==> src/rtl/nn_neuron_mac_seq_if.sv <==
// rtl/nn_neuron_mac_seq_if.sv - input/output handshake and coefficient write bus for the sequential neuron
interface nn_neuron_mac_seq_if #(
  parameter int N_IN  = 6,
  parameter int IN_W  = 9,
  parameter int W_W   = 10,
  parameter int OUT_W = 8
);
  localparam int AW = $clog2(N_IN + 1);

  logic [N_IN*IN_W-1:0] in_vec;
  logic [IN_W-1:0]      in_sub;
  logic                 in_valid;
  logic                 in_ready;
  logic [OUT_W-1:0]     out_data;
  logic                 out_valid;
  logic                 out_ready;
  logic                 w_we;
  logic [AW-1:0]        w_addr;
  logic [W_W-1:0]       w_data;

  modport master (
    output in_vec, in_sub, in_valid, out_ready, w_we, w_addr, w_data,
    input  in_ready, out_data, out_valid
  );

  modport slave (
    input  in_vec, in_sub, in_valid, out_ready, w_we, w_addr, w_data,
    output in_ready, out_data, out_valid
  );
endinterface

==> src/rtl/nn_neuron_mac_seq.sv <==
// rtl/nn_neuron_mac_seq.sv - time-multiplexed neuron: one multiplier, N_IN cycles per result
module nn_neuron_mac_seq #(
  parameter int N_IN  = 6,
  parameter int IN_W  = 9,
  parameter int W_W   = 10,
  parameter int OUT_W = 8,
  parameter int FRAC  = 9,
  parameter int SAT   = 0
) (
  input  logic               clk,
  input  logic               rst_n,
  nn_neuron_mac_seq_if.slave bus
);
  localparam int AW    = $clog2(N_IN + 1);
  localparam int IDX_W = (N_IN > 1) ? $clog2(N_IN) : 1;
  localparam int P_W   = IN_W + W_W;
  // Wrap mode keeps the legacy OUT_W accumulator; saturating mode is wide enough never to overflow
  localparam int ACC_W = (SAT != 0) ? P_W + $clog2(N_IN + 2) : OUT_W;

  typedef enum logic [1:0] {IDLE, BUSY, DONE} state_t;
  state_t state_q, state_d;

  logic signed [W_W-1:0]   w_q [N_IN];
  logic signed [OUT_W-1:0] bias_q;
  logic signed [IN_W-1:0]  x_q [N_IN];
  logic signed [IN_W-1:0]  sub_q;
  logic [IDX_W-1:0]        idx_q;
  logic signed [ACC_W-1:0] acc_q;
  logic [OUT_W-1:0]        out_q;

  logic                    accept;
  logic                    last;
  logic                    coef_wr;
  logic signed [P_W-1:0]   prod;
  logic signed [ACC_W-1:0] term;
  logic signed [ACC_W-1:0] acc_sum;
  logic signed [OUT_W-1:0] result;

  assign accept  = (state_q == IDLE) && bus.in_valid;
  assign last    = (state_q == BUSY) && (idx_q == IDX_W'(N_IN - 1));
  // Coefficients are frozen while a computation is in flight
  assign coef_wr = bus.w_we && (state_q != BUSY);
  assign prod    = P_W'(x_q[idx_q]) * P_W'(w_q[idx_q]);
  assign acc_sum = acc_q + term;
  assign bus.out_data = out_q;

  generate
    if (SAT != 0) begin : g_sat
      localparam int R_W = ACC_W + 2;
      localparam logic signed [R_W-1:0] HI = R_W'((2 ** (OUT_W - 1)) - 1);
      localparam logic signed [R_W-1:0] LO = R_W'(-(2 ** (OUT_W - 1)));
      logic signed [R_W-1:0] wide;

      assign term = ACC_W'(prod >>> FRAC);

      // Full-precision final sum, clamped into the output range
      always_comb begin
        wide = R_W'(acc_sum) + R_W'(bias_q) - R_W'(sub_q);
        if (wide > HI)      result = HI[OUT_W-1:0];
        else if (wide < LO) result = LO[OUT_W-1:0];
        else                result = wide[OUT_W-1:0];
      end
    end else begin : g_wrap
      // Bit-exact with the combinational layers: fixed product slice, modulo arithmetic
      assign term   = prod[FRAC+OUT_W-1:FRAC];
      assign result = acc_sum + bias_q - sub_q[OUT_W-1:0];
    end
  endgenerate

  // State register
  always_ff @(posedge clk or negedge rst_n) begin
    if (!rst_n) state_q <= IDLE;
    else        state_q <= state_d;
  end

  // Next state and handshake outputs: accept, N_IN busy cycles, hold until taken
  always_comb begin
    state_d       = state_q;
    bus.in_ready  = 1'b0;
    bus.out_valid = 1'b0;
    case (state_q)
      IDLE: begin
        bus.in_ready = 1'b1;
        if (bus.in_valid) state_d = BUSY;
      end
      BUSY: if (last) state_d = DONE;
      DONE: begin
        bus.out_valid = 1'b1;
        if (bus.out_ready) state_d = IDLE;
      end
      default: state_d = IDLE;
    endcase
  end

  // Operand capture, multiply-accumulate and result register
  always_ff @(posedge clk or negedge rst_n) begin
    if (!rst_n) begin
      for (int i = 0; i < N_IN; i++) x_q[i] <= '0;
      sub_q <= '0;
      idx_q <= '0;
      acc_q <= '0;
      out_q <= '0;
    end else if (accept) begin
      for (int i = 0; i < N_IN; i++) x_q[i] <= bus.in_vec[i*IN_W +: IN_W];
      sub_q <= bus.in_sub;
      idx_q <= '0;
      acc_q <= '0;
    end else if (state_q == BUSY) begin
      acc_q <= acc_sum;
      idx_q <= last ? '0 : idx_q + 1'b1;
      if (last) out_q <= result;
    end
  end

  // Coefficient register file: weights at 0..N_IN-1, bias at N_IN, higher addresses ignored
  always_ff @(posedge clk or negedge rst_n) begin
    if (!rst_n) begin
      for (int i = 0; i < N_IN; i++) w_q[i] <= '0;
      bias_q <= '0;
    end else if (coef_wr) begin
      if (bus.w_addr == AW'(N_IN))     bias_q <= bus.w_data[OUT_W-1:0];
      else if (bus.w_addr < AW'(N_IN)) w_q[bus.w_addr[IDX_W-1:0]] <= bus.w_data;
    end
  end
endmodule

==> src/flat_wrapper.sv <==
// flat-port wrapper written by rule: the top's interface ports become plain ports
module nn_neuron_mac_seq_flat 
#(
  parameter int N_IN  = 6,
  parameter int IN_W  = 9,
  parameter int W_W   = 10,
  parameter int OUT_W = 8,
  parameter int FRAC  = 9,
  parameter int SAT   = 0
)
  (clk, rst_n, bus_in_vec, bus_in_sub, bus_in_valid, bus_out_ready, bus_w_we, bus_w_addr, bus_w_data, bus_in_ready, bus_out_data, bus_out_valid);
  nn_neuron_mac_seq_if #(.N_IN(N_IN), .IN_W(IN_W), .W_W(W_W), .OUT_W(OUT_W)) bus_i ();
  input  logic clk;
  input  logic rst_n;
  input wire logic [$bits(bus_i.in_vec)-1:0] bus_in_vec;
  input wire logic [$bits(bus_i.in_sub)-1:0] bus_in_sub;
  input wire logic [$bits(bus_i.in_valid)-1:0] bus_in_valid;
  input wire logic [$bits(bus_i.out_ready)-1:0] bus_out_ready;
  input wire logic [$bits(bus_i.w_we)-1:0] bus_w_we;
  input wire logic [$bits(bus_i.w_addr)-1:0] bus_w_addr;
  input wire logic [$bits(bus_i.w_data)-1:0] bus_w_data;
  output wire logic [$bits(bus_i.in_ready)-1:0] bus_in_ready;
  output wire logic [$bits(bus_i.out_data)-1:0] bus_out_data;
  output wire logic [$bits(bus_i.out_valid)-1:0] bus_out_valid;
  assign bus_i.in_vec = bus_in_vec;
  assign bus_i.in_sub = bus_in_sub;
  assign bus_i.in_valid = bus_in_valid;
  assign bus_i.out_ready = bus_out_ready;
  assign bus_i.w_we = bus_w_we;
  assign bus_i.w_addr = bus_w_addr;
  assign bus_i.w_data = bus_w_data;
  assign bus_in_ready = bus_i.in_ready;
  assign bus_out_data = bus_i.out_data;
  assign bus_out_valid = bus_i.out_valid;
  nn_neuron_mac_seq #(.N_IN(N_IN), .IN_W(IN_W), .W_W(W_W), .OUT_W(OUT_W), .FRAC(FRAC), .SAT(SAT)) u_core (.clk(clk), .rst_n(rst_n), .bus(bus_i));
endmodule
==> config.mk <==
export PLATFORM = sky130hd
export DESIGN_NAME = nn_neuron_mac_seq_flat
export DESIGN_NICKNAME = d
export VERILOG_FILES = /design/src/rtl/nn_neuron_mac_seq_if.sv /design/src/rtl/nn_neuron_mac_seq.sv /design/src/flat_wrapper.sv
export SDC_FILE = /design/constraint.sdc
export NUM_CORES = 1
export LEC_CHECK = 0
export ABC_CLOCK_PERIOD_IN_PS = 18600
export BUFFER_PORTS_ARGS = -buffer_cell sky130_fd_sc_hd__buf_2
export CORE_UTILIZATION = 36
export DETAILED_ROUTE_END_ITERATION = 8
export HOLD_SLACK_MARGIN = 0.05
export PLACE_DENSITY = 0.59
export SETUP_SLACK_MARGIN = 0.4
export SLEW_MARGIN = 5
export SYNTH_ARGS = -nofsm -noshare
export SYNTH_HDL_FRONTEND = slang
export SYNTH_SLANG_ARGS = --single-unit
==> constraint.sdc <==
create_clock -name clk -period 18.6 [get_ports clk]
set_clock_uncertainty 0.15 [all_clocks]
set_input_delay 2.79 -clock clk [delete_from_list [all_inputs] [get_ports clk]]
set_output_delay 2.79 -clock clk [all_outputs]
set_load 0.05 [all_outputs]
==> results of run 1 <==
==> metrics by stage <==
step | hold slack [ns] | util
floorplan | 0.299 | -
global placement | 0.311 | 0.402
detailed placement | 0.319 | 0.402
CTS | 0.336 | 0.424
global route | 0.341 | 0.424
finish | 0.331 | 0.424
==> cell usage in the layout (no fill, tap or decap), types with 4 or more instances in the layout <==
master / instances
nand2_1: 57
a21oi_1: 21
inv_6: 4
o21ai_1: 22
inv_2: 4
nor3_1: 8
a21o_1: 9
xor2_1: 8
ha_1: 47
o21ai_0: 7
clkbuf_16: 17
fa_1: 77
buf_2: 88
nor2_1: 72
mux2_2: 56
mux4_2: 17
inv_1: 73
or2_1: 7
xnor2_1: 23
nand2b_1: 16
mux2_1: 75
buf_4: 7
nor2b_1: 5
dfrtp_1: 150
mux2i_1: 12
==> kinds of logic (layout without fill, tap and decap cells) <==
| kind of cell | Yosys count | count (layout) | synth area share |
|---|---|---|---|
| XOR/XNOR | 32 | 32 | 0.0293 |
| buffers and inverters | 101 | 205 | 0.0396 |
| adder cells (fa/ha/maj) | 124 | 124 | 0.213 |
| flip-flops | 151 | 151 | 0.377 |
| AO/OA/AOI/OAI | 82 | 82 | 0.0559 |
| multiplexers | 163 | 163 | 0.204 |
| AND/OR/NAND/NOR | 180 | 180 | 0.0813 |
==> synthesized netlist by cell type, types with 2 or more instances <==
cell type / n / area, um2
mux2i_1: 12 / 120
nor2_1: 72 / 270
and2_1: 3 / 18.8
o21ai_2: 2 / 17.5
inv_1: 73 / 274
a22oi_4: 3 / 63.8
nor2b_1: 5 / 31.3
nor3_1: 8 / 40.0
a21o_1: 9 / 67.6
buf_1: 6 / 22.5
ha_1: 47 / 588
mux2_2: 56 / 631
buf_4: 2 / 15.0
xnor2_1: 23 / 201
dfrtp_1: 151 / 3780
clkbuf_1: 13 / 48.8
or2_1: 7 / 43.8
inv_2: 4 / 15.0
o21ai_0: 7 / 35.0
a22oi_1: 3 / 22.5
o21ai_1: 22 / 110
mux4_1: 2 / 52.6
xor2_1: 8 / 70.1
nand4_1: 2 / 12.5
fa_1: 77 / 1540
mux2_1: 75 / 845
buf_2: 2 / 10.0
nand2b_1: 16 / 100
mux4_2: 17 / 383
o21bai_1: 3 / 22.5
o21a_1: 3 / 22.5
a21oi_1: 21 / 105
nand3_1: 2 / 10.0
nand2_1: 57 / 214
==> path summary, 6_finish.rpt <==
path,start,to,slack [ns],depth (start not counted)
worst max-delay path,u_core.idx_q[0]$_DFFE_PN0P_,u_core.bus.out_data[7]$_DFFE_PN0P_,8.56,31
worst min-delay path,u_core.bus.out_data[2]$_DFFE_PN0P_,u_core.bus.out_data[2]$_DFFE_PN0P_,0.33,2
worst max register to register,u_core.idx_q[0]$_DFFE_PN0P_,u_core.bus.out_data[7]$_DFFE_PN0P_,8.56,31
worst min register to register,u_core.bus.out_data[2]$_DFFE_PN0P_,u_core.bus.out_data[2]$_DFFE_PN0P_,0.33,2
max in group asynchronous,rst_n,u_core.x_q[37]$_DFFE_PN0P_,14.71,2
min in group asynchronous,rst_n,u_core.sub_q[6]$_DFFE_PN0P_,2.32,1
==> flip-flops by register name, indices dropped and copies added, names as in the netlist <==
| signal | cells |
|---|---|
| u_core.x_q | 54 |
| u_core.bus.out_data | 8 |
| u_core.w_q | 60 |
| u_core.bias_q | 8 |
| u_core.sub_q | 8 |
| u_core.acc_q | 8 |
| u_core.idx_q | 3 |
| u_core.state_q | 2 |
==> routing by layer <==
layer	up-vias	wire [um]	part of all wire	track usage
met5	-	0	0	0
met4	0	237	0.011	0.0411
met3	16	594	0.028	0.0241
met2	78	10400	0.49	0.262
met1	3240	9870	0.47	0.219
li1	2990	-	-	-
==> layout make-up <==
| class | instances | area (um2) | share of cell area |
|---|---|---|---|
| Clock buffer | 21 | 470 | 0.0409 |
| Clock inverter | 11 | 136 | 0.0119 |
| Inverter | 77 | 289 | 0.0251 |
| Multi-Input combinational cell | 581 | 5850 | 0.509 |
| Sequential cell | 151 | 3780 | 0.329 |
| Tap cell | 372 | 465 | 0.0405 |
| Timing Repair Buffer | 96 | 504 | 0.0439 |
==> worst max-delay path, delay by kind of cell, from the launching register on <==
kind / cells / cell delay, ns
fa+ha+maj: 9 / 3.89
compound gates: 8 / 2.24
simple gates: 6 / 1.12
xor+xnor: 4 / 0.81
buf+inv: 3 / 0.68
mux: 1 / 0.60
flops: 1 / 0.34
==> flow_summary_export.csv, run 1 <==
group,metric,value,unit
place,port_buffers,89,
global_routing,antenna_found_initial,0,
drt,wire_per_inst,16.2,um
clock_tree,htreeDepth,4,
sta,hold_viol,0,
synth,synth_async_sr_flop_share,1.00,
place,gp_congestion,0.777,
clock_tree,tritoncts,"done",
job,timing.max_cap.violations,0,
clock_tree,cts_hold_buf,0,
synth,synth_ff_type,"dfrtp_1",
drt,drt_first_pass_iters,4,
place,place_area,10900,um2
clock_tree,post-cts-setup-buffers,0,
outcome,status,"finished, final reports clean",
clock_tree,clkLatencyLatePin,0.43,ns
floorplanning,initial_core_util,0.370,
clock_tree,cts_sinks,151,
clock_tree,clk_pin_slew,0.07,ns
worst_setup_path,arrival,10.17,ns
sta,period_minus_slack,10.04,ns
worst_setup_path,crit_type,"reg2reg",
synth,yosys_warnings,0,
worst_setup_path,slowest_delay,0.94,ns
place,dp_hpwl,15600,um
worst_setup_path,cp.required,18.73,ns
sta,max_slew_margin,0.203,
clock_tree,cts_buffers,17,
finish,drive_gt1_frac,0.234,
sta,drv_slew,0,
clock_tree,cts-root-buf,"clkbuf_16",
sta,setup_slack,8.56,ns
worst_setup_path,end_kind,"register",
drt,vias_per_cell,4.83,
floorplanning,die_width,169,um
finish,final.fill_count,2570,
worst_setup_path,cpMostUsedCell,"fa_1",
global_routing,grt_pass1_vias,6678,
sta,finalSetupTns,0,ns
floorplanning,io_pins,91,
synth,syn_nets,1038,
finish,fin_area,11500,um2
finish,layout.cells.non_filler,1309,
drt,wl,21100,um
floorplanning,die-area,28500,um2
drt,num_vias,6324,
drt,route.detailed.drc,0,
floorplanning,num_rows,60,
synth,synthCells,833,
global_routing,grt_usage,0.159,
global_routing,gr-total-overflow,0,
global_routing,grt_pass1_wl,35100,um
worst_setup_path,critPathSlowestCell,"a21oi_1",
floorplanning,die_h,169,um
sta,finalSetupViolCount,0,
worst_setup_path,cp-start-kind,"register",
place,place_ws,8.52,ns
synth,ys_types,54,
sta,fin_crit_sh,0.540,
hold_path,hp-class,"reg2reg",
finish,area_growth,14.7,%
place,place_inst,1277,
drt,drt-initial-drc-count,270,
synth,synth_edf_count,0,
synth,synth.yosys.seq_area_share,0.377,
drt,ant_nets,0,
sta,tightest_slew,1.20,ns
clock_tree,ctsResizeCount,0,
finish,n_antenna_cell,0,
worst_setup_path,worstPathMaxFanout,42,
sta,grt_setup_unrepaired,"no",
finish,finalNetCount,1129,
clock_tree,cts_buffer_depth,2,
floorplanning,core-area,27100,um2
synth,netlist_area,10000,um2
synth,post_synth.cell_area_avg,12.0,um2
global_routing,grt_max_degree,100,
sta,timing.fmax,99.6,MHz
synth,ys_ff_latch,151,
Power of run 1 is left out: the tool's default activity adds up to more than one toggle a clock period on the data nets, which glitch-free logic cannot reach.
==> inputs of run 2 (changes only) <==
--- a/config.mk
+++ b/config.mk
@@ -5,7 +5,7 @@
 export SDC_FILE = /design/constraint.sdc
 export NUM_CORES = 1
 export LEC_CHECK = 0
-export ABC_CLOCK_PERIOD_IN_PS = 18600
+export ABC_CLOCK_PERIOD_IN_PS = 9800
 export BUFFER_PORTS_ARGS = -buffer_cell sky130_fd_sc_hd__buf_2
 export CORE_UTILIZATION = 36
 export DETAILED_ROUTE_END_ITERATION = 8
==> constraint.sdc (replaced) <==
create_clock -name clk -period 9.8 [get_ports clk]
set_clock_uncertainty 0.15 [all_clocks]
set_input_delay 1.47 -clock clk [delete_from_list [all_inputs] [get_ports clk]]
set_output_delay 1.47 -clock clk [all_outputs]
set_load 0.05 [all_outputs]
==> flow_summary_export.csv, run 2 (synthesis gave the netlist of run 1 again) <==
group,metric,value,unit
sta,fin_crit_sh,0.916,
clock_tree,cts_buffers,17,
finish,top_regs,"u_core.w_q x60, u_core.x_q x54",
worst_setup_path,critPathBufInv,4,
finish,multi_input_area,5880,um2
finish,drive_gt1_frac,0.259,
global_routing,grt_max_degree,106,
floorplanning,die_width,169,um
clock_tree,tritoncts,"done",
clock_tree,cts_sinks,151,
worst_setup_path,worstPathMaxFanout,10,
drt,ant_nets,0,
sta,timing.fmax,111,MHz
clock_tree,clk_pin_slew,0.07,ns
finish,largest_reg_flops,60,
floorplanning,num_rows,60,
worst_setup_path,cp-start-kind,"register",
sta,drv_slew,0,
job,timing.max_cap.violations,0,
drt,drt-initial-drc-count,305,
worst_setup_path,end_kind,"register",
drt,drt_first_pass_iters,5,
global_routing,grt_usage,0.162,
clock_tree,cts_hold_buf,0,
worst_setup_path,arrival,9.11,ns
sta,finalSetupTns,0,ns
clock_tree,htreeDepth,4,
sta,grt_setup_unrepaired,"no",
worst_setup_path,cp_num_cells,30,
worst_setup_path,cpMostUsedCell,"fa_1",
clock_tree,clkLatencyLatePin,0.43,ns
sta,period_minus_slack,8.97,ns
sta,tightest_slew,1.13,ns
sta,finalSetupViolCount,0,
drt,vias_per_cell,4.84,
drt,wire_per_inst,16.2,um
worst_setup_path,critPathSlowestCell,"fa_1",
clock_tree,cts_buffer_depth,2,
clock_tree,cts-root-buf,"clkbuf_16",
drt,route.detailed.drc,0,
floorplanning,initial_core_util,0.370,
finish,area_growth,16.9,%
floorplanning,die_h,169,um
place,gp_congestion,0.782,
worst_setup_path,cp.required,9.94,ns
sta,hold_viol,0,
finish,final_cell_mix,"dfrtp_1 (150), buf_2 (88), fa_1 (77)",
worst_setup_path,slowest_delay,0.54,ns
place,port_buffers,89,
finish,top_register,"u_core.w_q",
floorplanning,core-area,27100,um2
worst_setup_path,path_delay_family,"adder cells",
drt,num_vias,6455,
global_routing,antenna_found_initial,0,
global_routing,grt_pass1_wl,35600,um
drt,wl,21600,um
global_routing,gr-total-overflow,0,
floorplanning,io_pins,91,
outcome,status,"finished, final reports clean",
finish,n_antenna_cell,0,
finish,final_common_cell,"dfrtp_1",
worst_setup_path,crit_type,"reg2reg",
finish,finalNetCount,1153,
hold_path,whs_path_depth,1,
floorplanning,die-area,28500,um2
sta,max_slew_margin,0.243,
finish,regArea,3780,um2
hold_path,hp-class,"reg2reg",
worst_setup_path,reg2reg_depth,30,
global_routing,grt_pass1_vias,6741,
finish,final.fill_count,2599,
place,dp_hpwl,16200,um
run 2: cell types whose count changed in the layout (fill, tap and decap cells not counted), sizes merged:
| cell | previous run | this run |
|---|---|---|
| bufinv | 2 | 1 |
| inv | 82 | 87 |
| buf | 96 | 120 |
| clkbuf | 21 | 17 |
run 2: worst reg2reg max path, delay by kind of cell, from the launching register on:
family	cells	cell delay, ns
mux	1	0.53
compound gates	7	1.37
fa+ha+maj	9	3.99
buf+inv	4	0.54
simple gates	4	0.65
xor+xnor	5	1.08
flops	1	0.52
run 2: worst paths after layout:
| path | startpoint | to | slack (ns) |
|---|---|---|---|
| min | u_core.x_q[45]$_DFFE_PN0P_ | u_core.x_q[45]$_DFFE_PN0P_ | 0.33 |
| max | u_core.idx_q[0]$_DFFE_PN0P_ | u_core.bus.out_data[7]$_DFFE_PN0P_ | 0.83 |
| min in group asynchronous | rst_n | u_core.sub_q[7]$_DFFE_PN0P_ | 1.02 |
| min reg2reg | u_core.x_q[45]$_DFFE_PN0P_ | u_core.x_q[45]$_DFFE_PN0P_ | 0.33 |
| max reg2reg | u_core.idx_q[0]$_DFFE_PN0P_ | u_core.bus.out_data[7]$_DFFE_PN0P_ | 0.83 |
| max in group asynchronous | rst_n | u_core.x_q[36]$_DFFE_PN0P_ | 7.29 |
run 2: metrics by stage:
| stage | hold WS (ns) | std cells | worst slack (ns) | utilization | cell area [um2] |
|---|---|---|---|---|---|
| after floorplan | 0.299 | 833 | 0.909 | - | 10000 |
| after global placement | 0.313 | 1295 | 0.622 | 0.407 | 11000 |
| after detailed placement | 0.318 | 1295 | 0.617 | 0.407 | 11000 |
| after CTS | 0.333 | 1327 | 0.571 | 0.429 | 11600 |
| after global routing | 0.350 | 1333 | 0.343 | 0.432 | 11700 |
| final | 0.328 | 1333 | 0.827 | 0.432 | 11700 |
run 2: what timing repair did:
item | in CTS | in global routing
setup endpoints to repair | 0 | 1
buffers inserted | 0 | 6
resized for setup | 0 | 7
run 2: layout make-up:
class | instances | share of cell area
inverter | 77 | 0.0247
multi-input combinational | 581 | 0.502
timing repair buffer | 120 | 0.0595
clock inverter | 15 | 0.0147
sequential | 151 | 0.323
clock buffer | 17 | 0.0363
tap | 372 | 0.0398
run 2: per-layer routing:
layer	vias to the layer above	global-route usage	part of all wire
met5	-	0	0
met4	0	0.0435	0.012
met1	3309	0.218	0.45
met2	85	0.273	0.51
met3	20	0.0243	0.029
li1	3041	-	-
Power of run 2 is left out for the same reason.
